**src/rtl/dmem_lsu_pkg.sv**
```systemverilog
// Shared RV32I load/store definitions for the data-memory LSU.
// funct3 encodings, data width, the latched request bundle and a funct3 legality check.
package dmem_lsu_pkg;

    localparam int DATA_WIDTH = 32;

    localparam logic [2:0] F3_LB  = 3'b000;
    localparam logic [2:0] F3_LH  = 3'b001;
    localparam logic [2:0] F3_LW  = 3'b010;
    localparam logic [2:0] F3_LBU = 3'b100;
    localparam logic [2:0] F3_LHU = 3'b101;
    localparam logic [2:0] F3_SB  = 3'b000;
    localparam logic [2:0] F3_SH  = 3'b001;
    localparam logic [2:0] F3_SW  = 3'b010;

    typedef struct packed {
        logic                  we;
        logic [2:0]            funct3;
        logic [DATA_WIDTH-1:0] wdata;
    } lsu_req_t;

    function automatic logic f3_illegal(input logic we, input logic [2:0] f3);
        if (we)
            return f3 > F3_SW;
        return (f3 == 3'b011) || (f3 == 3'b110) || (f3 == 3'b111);
    endfunction

endpackage

```
**src/rtl/dmem_lsu_if.sv**
```systemverilog
// Core-side request/response bundle of the LSU.
// master = execute stage, slave = dmem_lsu.
interface dmem_lsu_if;
    import dmem_lsu_pkg::*;

    logic                  req_valid;
    logic                  req_ready;
    logic                  req_we;
    logic [2:0]            req_funct3;
    logic [31:0]           req_addr;
    logic [DATA_WIDTH-1:0] req_wdata;
    logic                  rsp_valid;
    logic [DATA_WIDTH-1:0] rsp_rdata;
    logic                  rsp_err;

    modport master (
        output req_valid, req_we, req_funct3, req_addr, req_wdata,
        input  req_ready, rsp_valid, rsp_rdata, rsp_err
    );

    modport slave (
        input  req_valid, req_we, req_funct3, req_addr, req_wdata,
        output req_ready, rsp_valid, rsp_rdata, rsp_err
    );

endinterface

```
**src/rtl/dmem_lsu_lane_mux.sv**
```systemverilog
// Byte-lane steering: load extraction/extension, store merge, alignment check.
module lsu_lane_mux
    import dmem_lsu_pkg::*;
(
    input  logic [DATA_WIDTH-1:0] word,
    input  logic [1:0]            off,
    input  logic [2:0]            funct3,
    input  logic [DATA_WIDTH-1:0] wdata,
    output logic [DATA_WIDTH-1:0] load_val,
    output logic [DATA_WIDTH-1:0] store_word,
    output logic                  misalign
);

    logic [7:0]  byte_v;
    logic [15:0] half_v;

    assign byte_v = word[{off, 3'b000} +: 8];
    assign half_v = off[1] ? word[31:16] : word[15:0];

    always_comb begin
        load_val = '0;
        case (funct3)
            F3_LB:   load_val = {{(DATA_WIDTH-8){byte_v[7]}}, byte_v};
            F3_LH:   load_val = {{(DATA_WIDTH-16){half_v[15]}}, half_v};
            F3_LW:   load_val = word;
            F3_LBU:  load_val = {{(DATA_WIDTH-8){1'b0}}, byte_v};
            F3_LHU:  load_val = {{(DATA_WIDTH-16){1'b0}}, half_v};
            default: load_val = '0;
        endcase
    end

    // Sub-word stores splice new data into the word read back from memory.
    always_comb begin
        store_word = wdata;
        case (funct3[1:0])
            2'b00: begin
                store_word = word;
                store_word[{off, 3'b000} +: 8] = wdata[7:0];
            end
            2'b01: begin
                store_word = word;
                store_word[{off[1], 4'b0000} +: 16] = wdata[15:0];
            end
            default: store_word = wdata;
        endcase
    end

    assign misalign = ((funct3[1:0] == 2'b01) && off[0])
                   || ((funct3[1:0] == 2'b10) && (off != 2'b00));

endmodule

```
**src/rtl/dmem_lsu.sv**
```systemverilog
// RV32I load/store unit on a word-wide BRAM without byte enables.
// Sub-word stores are read-modify-write; bad requests answer with rsp_err.
module dmem_lsu
    import dmem_lsu_pkg::*;
#(
    parameter int ADDR_W = 10
) (
    input  logic                  clk,
    input  logic                  rst,
    dmem_lsu_if.slave             core,
    output logic [ADDR_W-1:0]     mem_r_addr,
    output logic                  mem_r_enb,
    input  logic [DATA_WIDTH-1:0] mem_r_dat,
    output logic [ADDR_W-1:0]     mem_w_addr,
    output logic [DATA_WIDTH-1:0] mem_w_dat,
    output logic                  mem_w_enb
);

    typedef enum logic [1:0] {
        IDLE = 2'd0,
        RD   = 2'd1,
        WR   = 2'd2,
        RSP  = 2'd3
    } state_t;

    state_t                state, state_nxt;
    lsu_req_t              req_q;
    logic [ADDR_W+1:0]     addr_q;
    logic                  err_q;
    logic [DATA_WIDTH-1:0] word_q;

    logic                  accept;
    logic                  req_err;
    logic                  req_sw;
    logic [1:0]            mux_off;
    logic [2:0]            mux_f3;
    logic [DATA_WIDTH-1:0] load_val;
    logic [DATA_WIDTH-1:0] store_word;
    logic                  misalign;
    logic                  unused_addr_hi;

    // Upper address bits are dropped: the BRAM wraps modulo its size.
    assign unused_addr_hi = ^core.req_addr[31:ADDR_W+2];

    assign accept  = core.req_valid && (state == IDLE) && !rst;
    assign mux_off = (state == IDLE) ? core.req_addr[1:0] : addr_q[1:0];
    assign mux_f3  = (state == IDLE) ? core.req_funct3 : req_q.funct3;
    assign req_err = misalign || f3_illegal(core.req_we, core.req_funct3);
    assign req_sw  = core.req_we && (core.req_funct3 == F3_SW);

    lsu_lane_mux u_lane_mux (
        .word       (word_q),
        .off        (mux_off),
        .funct3     (mux_f3),
        .wdata      (req_q.wdata),
        .load_val   (load_val),
        .store_word (store_word),
        .misalign   (misalign)
    );

    always_ff @(posedge clk or posedge rst) begin
        if (rst) begin
            state  <= IDLE;
            req_q  <= '0;
            addr_q <= '0;
            err_q  <= 1'b0;
            word_q <= '0;
        end else begin
            state <= state_nxt;
            if (accept) begin
                req_q.we     <= core.req_we;
                req_q.funct3 <= core.req_funct3;
                req_q.wdata  <= core.req_wdata;
                addr_q       <= core.req_addr[ADDR_W+1:0];
                err_q        <= req_err;
            end
            if (state == RD)
                word_q <= mem_r_dat;
        end
    end

    always_comb begin
        state_nxt      = state;
        core.req_ready = 1'b0;
        core.rsp_valid = 1'b0;
        core.rsp_rdata = '0;
        core.rsp_err   = 1'b0;
        mem_r_enb      = 1'b0;
        mem_r_addr     = '0;
        mem_w_enb      = 1'b0;
        mem_w_addr     = '0;
        mem_w_dat      = '0;
        unique case (state)
            IDLE: begin
                core.req_ready = !rst;
                if (accept) begin
                    unique case (1'b1)
                        req_err:             state_nxt = RSP;
                        !req_err && req_sw:  state_nxt = WR;
                        !req_err && !req_sw: state_nxt = RD;
                    endcase
                end
            end
            RD: begin
                mem_r_enb  = 1'b1;
                mem_r_addr = addr_q[ADDR_W+1:2];
                state_nxt  = req_q.we ? WR : RSP;
            end
            WR: begin
                mem_w_enb  = 1'b1;
                mem_w_addr = addr_q[ADDR_W+1:2];
                mem_w_dat  = store_word;
                state_nxt  = RSP;
            end
            RSP: begin
                core.rsp_valid = 1'b1;
                core.rsp_err   = err_q;
                if (!err_q && !req_q.we)
                    core.rsp_rdata = load_val;
                state_nxt = IDLE;
            end
        endcase
    end

endmodule

```
**src/flat_wrapper.sv**
```systemverilog
// flat-port wrapper written by rule: the top's interface ports become plain ports
module dmem_lsu_flat import dmem_lsu_pkg::*;
#(
    parameter int ADDR_W = 10
)
  (clk, rst, mem_r_addr, mem_r_enb, mem_r_dat, mem_w_addr, mem_w_dat, mem_w_enb, core_req_valid, core_req_we, core_req_funct3, core_req_addr, core_req_wdata, core_req_ready, core_rsp_valid, core_rsp_rdata, core_rsp_err);
  dmem_lsu_if core_i ();
  input  logic clk;
  input  logic rst;
  output logic [ADDR_W-1:0] mem_r_addr;
  output logic mem_r_enb;
  input  logic [DATA_WIDTH-1:0] mem_r_dat;
  output logic [ADDR_W-1:0] mem_w_addr;
  output logic [DATA_WIDTH-1:0] mem_w_dat;
  output logic mem_w_enb;
  input wire logic [$bits(core_i.req_valid)-1:0] core_req_valid;
  input wire logic [$bits(core_i.req_we)-1:0] core_req_we;
  input wire logic [$bits(core_i.req_funct3)-1:0] core_req_funct3;
  input wire logic [$bits(core_i.req_addr)-1:0] core_req_addr;
  input wire logic [$bits(core_i.req_wdata)-1:0] core_req_wdata;
  output wire logic [$bits(core_i.req_ready)-1:0] core_req_ready;
  output wire logic [$bits(core_i.rsp_valid)-1:0] core_rsp_valid;
  output wire logic [$bits(core_i.rsp_rdata)-1:0] core_rsp_rdata;
  output wire logic [$bits(core_i.rsp_err)-1:0] core_rsp_err;
  assign core_i.req_valid = core_req_valid;
  assign core_i.req_we = core_req_we;
  assign core_i.req_funct3 = core_req_funct3;
  assign core_i.req_addr = core_req_addr;
  assign core_i.req_wdata = core_req_wdata;
  assign core_req_ready = core_i.req_ready;
  assign core_rsp_valid = core_i.rsp_valid;
  assign core_rsp_rdata = core_i.rsp_rdata;
  assign core_rsp_err = core_i.rsp_err;
  dmem_lsu #(.ADDR_W(ADDR_W)) u_core (.clk(clk), .rst(rst), .core(core_i), .mem_r_addr(mem_r_addr), .mem_r_enb(mem_r_enb), .mem_r_dat(mem_r_dat), .mem_w_addr(mem_w_addr), .mem_w_dat(mem_w_dat), .mem_w_enb(mem_w_enb));
endmodule
```
**config.mk**
```make
export PLATFORM = sky130hd
export DESIGN_NAME = dmem_lsu_flat
export DESIGN_NICKNAME = d
export VERILOG_FILES = /design/src/rtl/dmem_lsu_pkg.sv /design/src/rtl/dmem_lsu_if.sv /design/src/rtl/dmem_lsu_lane_mux.sv /design/src/rtl/dmem_lsu.sv /design/src/flat_wrapper.sv
export SDC_FILE = /design/constraint.sdc
export NUM_CORES = 1
export LEC_CHECK = 0
export CAP_MARGIN = 20
export CORE_MARGIN = 2
export CORE_UTILIZATION = 43
export DETAILED_ROUTE_END_ITERATION = 16
export PLACE_DENSITY = 0.79
export SLEW_MARGIN = 20
export SYNTH_ARGS = -nofsm -noshare
export SYNTH_HDL_FRONTEND = slang
export SYNTH_HIERARCHICAL = 1
export SYNTH_SLANG_ARGS = --single-unit
```
**constraint.sdc**
```tcl
create_clock -name clk -period 3.28 [get_ports clk]
set_input_delay 0.492 -clock clk [delete_from_list [all_inputs] [get_ports clk]]
set_output_delay 0.492 -clock clk [all_outputs]
set_load 0.01 [all_outputs]
```
* Yosys cells after proc, flatten, opt, wreduce, memory -nomap -nowiden *
Index checks and enable logic that the tools add are counted.

operators by class
  bitwise logic cells = 0
  reduce and logical (&&, ||, !) cells = 21
  multiply operators = 0
  shifts and indexed selects = 5
  equality and inequality tests = 14
  div/mod/pow operators = 0
  multiplexer cells = 24
  $lt $le $gt $ge = 1
  add/subtract/negate cells = 2

operator list
  operator                 number
  $pmux 32 s5              1
  $mux 32                  3
  $bwmux 32                2
  $pmux 32 s2              1
  $shift 16x7->32 const A  1
  $shift 8x7->32 const A   1
  $shiftx 16x7->32         1
  $shiftx 32x6->8          1
  $shiftx 8x7->32          1
  $mux 10                  2
  $mux 16                  1
  $neg 5->7                2
  $eq 3x3->1 const B       4
  $eq 3x2->1 const B       3
  $mux 1                   9
  $logic_and 1x1->1        8
  $pmux 2 s4               1
  $eq 2x2->1 const B       3
  $pmux 2 s3               1
  $logic_not 1->1          5
  $eq 2x1->1 const B       2
  $logic_not 2->1          2
  $logic_or 1x1->1         4
  $mux 2                   2
  other kinds (6)          6

storage, ports and cells
  bits in latches = 0
  logic and storage cells = 74
  input port bits = 103
  memories = 0
  output and inout bits = 89
  register bits = 83
  ROM bits = 0
  bits in writable memories = 0

* Longest topological paths before layout *
  depth in word-level cells = 11
  mapped depth = 12
  gate-level depth less buffers = 9

* Hierarchy *
Netlist, hierarchy kept.

by module, submodules not included
  module        cells each  times used  area each (µm²)  sequential area each (µm²)
  dmem_lsu      300         1           4085.2           2077.0
  lsu_lane_mux  244         1           1769.2           0.0

* Worst setup path before layout *
Ideal clock, no wire load.

  path kind = reg-to-output
  start point = register u_core.state[0]
  end point = output mem_w_dat[16]
  arrival = 2.688 ns
  path buffers = 3
  required time = 2.788 ns
  stages on the path, launching flop included = 13
  setup slack = 0.100 ns
  path through = dfrtp_1 inv_1 ha_1 buf_4 mux2_2 clkbuf_1 inv_1 ha_1 nor4bb_1 buf_1 a221o_1 a22o_1 and2_1

on the way
  longest elaborated chain between the ends = 7
  elaborated cells between the ends (all ways) = 16
  classes of those cells = add/sub: 2; eq/ne: 2; shift: 4; mux: 6; reduce/logical: 2

ends and longest elaborated chain
  what                                               RTL line                 source
  from (decl)                                        dmem_lsu.sv:26           state_t state, state_nxt;
  from (signal assigned)                             dmem_lsu.sv:69           state <= state_nxt;
  $logic_not 2->1 (*)                                dmem_lsu.sv:46           assign mux_off = (state == IDLE) ? core.req_addr[1:0] : addr_q[1:0];
  $mux 2 (*)                                         dmem_lsu.sv:46
  named net u_core.mux_off[0]                        dmem_lsu.sv:35           logic [1:0] mux_off;
  $neg 5->7 (*)                                      dmem_lsu_lane_mux.sv:38  store_word[{off, 3'b000} +: 8] = wdata[7:0];
  $shiftx 8x7->32 or $shift 8x7->32 (tied branches)  dmem_lsu_lane_mux.sv:38
  $bwmux 32 (*)                                      dmem_lsu_lane_mux.sv:38
  $pmux 32 s2 (*)                                    dmem_lsu_lane_mux.sv:35  case (funct3[1:0])
  named net u_core.store_word[16]                    dmem_lsu.sv:38           logic [DATA_WIDTH-1:0] store_word;
  $mux 32 (*)                                        dmem_lsu.sv:93           unique case (state)
  to (decl)                                          flat_wrapper.sv:14       output logic [DATA_WIDTH-1:0] mem_w_dat;

The timed path passes the listed nets; every way through them passes the cells marked *.

* Final worst setup path *
  start point = register u_core.state[0]
  end point = output mem_w_dat[22]

on the way
  longest elaborated chain between the ends = 7
  elaborated cells between the ends (all ways) = 16
  classes of those cells = add/sub: 2; eq/ne: 2; shift: 4; mux: 6; reduce/logical: 2

ends and longest elaborated chain
  what                                      RTL line                                          source
  $logic_not 2->1 (*)                       dmem_lsu.sv:46
  $mux 2 (*)                                dmem_lsu.sv:46
  named net u_core.mux_off[1]               dmem_lsu.sv:35
  $neg 5->7 (on tied branches)              dmem_lsu_lane_mux.sv:42, dmem_lsu_lane_mux.sv:38
  $shiftx 16x7->32 (tied with other cells)  dmem_lsu_lane_mux.sv:42                           store_word[{off[1], 4'b0000} +: 16] = wdata[15:0];
  $bwmux 32 (on tied branches)              dmem_lsu_lane_mux.sv:42, dmem_lsu_lane_mux.sv:38
  $pmux 32 s2 (*)                           dmem_lsu_lane_mux.sv:35
  named net u_core.store_word[22]           dmem_lsu.sv:38
  $mux 32 (*)                               dmem_lsu.sv:93

Marked as above.

==> results.yml <==
status:
  outcome: "finished, violations left"
  violations: "setup timing"
job:
  maxCapViolCount: 0
power:
  p_int_mw: 6.05
  seqPwrFrac: 0.227
  p_sw_frac: 0.410
  p_comb_frac: 0.669
  powerDensity_nw_per_um2: 1180
  clock_power_share: 0.104
  power.switching_mw: 4.21
  peakVddDrop_v: 0.000542
  p_leak_nw: 4.06
logic_synthesis:
  yosys.area.top_type: "dfrtp_1"
  yosys_warnings: 6
  synthTopCellsByArea: "dfrtp_1 (35%), mux2_4 (12%), and2_1 (9.3%), mux2_2 (7.7%), a221o_1 (5.3%)"
  syn-cell-area_um2: 5850
  yosys-top-cells-count: "and2_1 (87), dfrtp_1 (83), mux2_4 (48)"
  synth_edf_count: 0
  synth_ff_type: "dfrtp_1"
  yosysMostFrequentCell: "and2_1"
  syn_avg_cell_area_um2: 10.8
  synth_cells: 544
  async_flop_share: 1.00
  ys_types: 44
  synthesis.nets: 657
  synth_seq_cells: 83
  synth_top_area_share: 0.355
  ys_seq_area_frac: 0.355
final_layout:
  final_cells: 942
  area_delta_synth_final_pct: 48.0
  antennaDiodeCount: 0
  drive_gt1_frac: 0.383
  final_nets: 874
  utilization: 0.652
critical_path:
  r2r_slack_ns: 0.85
  slowest_delay_ns: 0.38
  required_ns: 2.79
  end_kind: "primary output"
  cp_common_cell: "ha_4"
  start_kind: "flip-flop"
  r2r_cells: 12
  worstPathCellList: "inv_2, ha_4, mux2_4, buf_6, buf_16, ha_4, nor4bb_4, buf_12, a221o_1, a22o_1, and2_1, buf_2"
  reg2reg_to: "u_core/state[1]$_DFFE_PP0P_"
  worst_r2r_startpoint: "u_core/state[0]$_DFFE_PP0P_"
  worst_ep_arrival_time_ns: 2.83
  cp_slowest_cell: "dfrtp_1"
  critical-path-top-delay-family: "buffers and inverters"
  cp_num_buf_inv: 5
  cp_max_fo: 8
  critPathKind: "flip-flop to primary output"
timing:
  slew_violations: 0
  setup_violations: 10
  tightest_slew_ns: 0.590
  rsz0062_at_grt: "true"
  hold_viol: 0
  min_period_ns: 3.32
  maxSlewHeadroom: 0.606
  setup_ws_ns: -0.0442
  fmax_mhz: 301
  clock_skew_ns: 0.0109
  fin_tns_setup_ns: -0.191
  min_period_over_period: 1.01
drt:
  avgViaCountPerCell: 5.66
  initialDrtViolationCount: 436
  antenna_left: 0
  vias: 5332
  route.detailed.drc: 0
  wl_per_cell_um: 21.2
  dr.pass1.iters: 5
  wl_um: 20000
floorplanning:
  start_util: 0.440
  core_area_um2: 13300
  dieArea_um2: 14600
  ios: 192
  fp.dieW_um: 121
  die_h_um: 121
  rows: 42
clocking:
  numCtsBuffers: 9
  h-tree-depth: 3
  cts_tree: "done"
  clk_pin_slew_worst_paths_ns: 0.06
  clock_latency_ns: 0.35
  clk_path_buf_depth: 2
  root_buffer: "clkbuf_16"
  cts_sinks: 83
placement:
  dp.cells: 902
  dp_hpwl_um: 14300
  gp_congestion: 0.922
  numPortBuffers: 171
worst_hold_path:
  hp-class: "primary input to async pin"
global_routing:
  grt_pass1_wl_um: 30300
  grt_pass1_vias: 5466
  grt_max_degree: 47
  grtUsageTotal: 0.272
  antenna_found_initial: 0
  overflow: 0
kinds of logic (layout without fill, tap and decap cells):
group | count (synthesis) | in the layout | share of synthesized area
flops | 83 | 83 | 0.355
simple gates | 163 | 163 | 0.166
buf+inv | 61 | 283 | 0.0515
mux | 113 | 113 | 0.249
compound gates | 114 | 114 | 0.158
fa+ha+maj | 10 | 10 | 0.0214
cell type report:
type / count / area [um^2]
clock inverters: 6 / 71.3
clock buffers: 10 / 239
fillers: 1043 / 4630
well taps: 176 / 220
inverters: 16 / 70.1
repair buffers: 251 / 2260
flip-flops and latches: 83 / 2080
multi-input cells: 400 / 3720
per-stage QoR:
stage | setup WS (ns) | power (mW) | area (um^2) | hold slack [ns]
floorplan | 0.100 | 5.82 | 5850 | 0.477
global placement | -1.14 | 8.16 | 8010 | 0.492
detailed placement | -0.628 | 8.26 | 8020 | 0.493
CTS | -0.0691 | 9.87 | 8540 | 0.464
global route | -0.115 | 10.8 | 8660 | 0.494
finish | -0.0442 | 10.3 | 8660 | 0.460
sequential cells by signal, summed over array words and instances, names as in the netlist:
register       flops
u_core/state       2
u_core/addr_q     12
u_core/word_q     32
u_core/err_q       1
u_core/req_q      36
power groups by stage:
stage / clock network, mW / logic [mW] / registers (mW)
finish: 1.06 / 6.86 / 2.33
global route: 1.12 / 7.31 / 2.37
CTS: 1.08 / 6.50 / 2.28
detailed placement: 0 / 5.98 / 2.28
global placement: 0 / 5.88 / 2.28
floorplan: 0 / 3.90 / 1.92
metal layers:
layer	vias up	wire, um	track usage
met1	2610	8200	0.350
met4	0	509	0.0749
met2	260	9580	0.458
met3	41	1700	0.0623
met5	-	0	0
li1	2421	-	-
cell usage in the layout, fill, tap and decap left out, drive strengths merged, types with 2 or more instances in the layout:
master | netlist | layout
clkdlybuf4s50 | 0 | 105
nor2 | 13 | 13
a211o | 5 | 5
nor3 | 11 | 11
a21oi | 18 | 18
clkinvlp | 0 | 3
nor4bb | 3 | 3
nor2b | 9 | 9
dfrtp | 83 | 83
nand2 | 21 | 21
o211ai | 17 | 17
a221o | 31 | 31
bufbuf | 0 | 2
clkinv | 0 | 2
ha | 10 | 10
clkdlybuf4s15 | 0 | 5
o21ai | 2 | 2
a22oi | 2 | 2
a21o | 4 | 4
inv | 16 | 16
clkbuf | 21 | 29
or2 | 3 | 3
o2bb2ai | 2 | 2
mux4 | 3 | 3
buf | 24 | 116
a22o | 23 | 23
mux2 | 88 | 88
or3 | 2 | 2
o31ai | 4 | 4
nand2b | 7 | 7
mux2i | 22 | 22
or3b | 2 | 2
and2 | 87 | 87
dlygate4sd2 | 0 | 4
worst max-delay path by stage:
stage	to	depth (start not counted)	start	slack, ns
floorplan	mem_w_dat[16]	12	u_core/state[0]$_DFFE_PP0P_	0.10
global placement	mem_w_dat[31]	9	core_req_addr[0]	-1.14
detailed placement	mem_w_dat[31]	10	core_req_addr[0]	-0.63
CTS	mem_w_dat[31]	11	u_core/state[1]$_DFFE_PP0P_	-0.07
global route	mem_w_dat[22]	12	u_core/state[0]$_DFFE_PP0P_	-0.11
finish	mem_w_dat[22]	12	u_core/state[0]$_DFFE_PP0P_	-0.04
worst register-to-register path, delay by kind of cell, from the launching register on:
kind	cells	cell delay (ns)
buffers and inverters	4	0.57
AND/OR/NAND/NOR	3	0.45
AO/OA/AOI/OAI	3	0.39
flip-flops	1	0.38
multiplexers	1	0.38
adder cells (fa/ha/maj)	1	0.17
repair_timing:
| action | CTS | global route |
|---|---|---|
| pin swaps | 10 | 22 |
| setup buffers | 18 | 5 |
| gates resized for setup | 233 | 77 |
| cloned | 2 | 1 |
| endpoints found under the setup margin | 64 | 63 |
| hold buffers | 0 | 0 |
No activity file was read; power rests on OpenSTA's default activity.
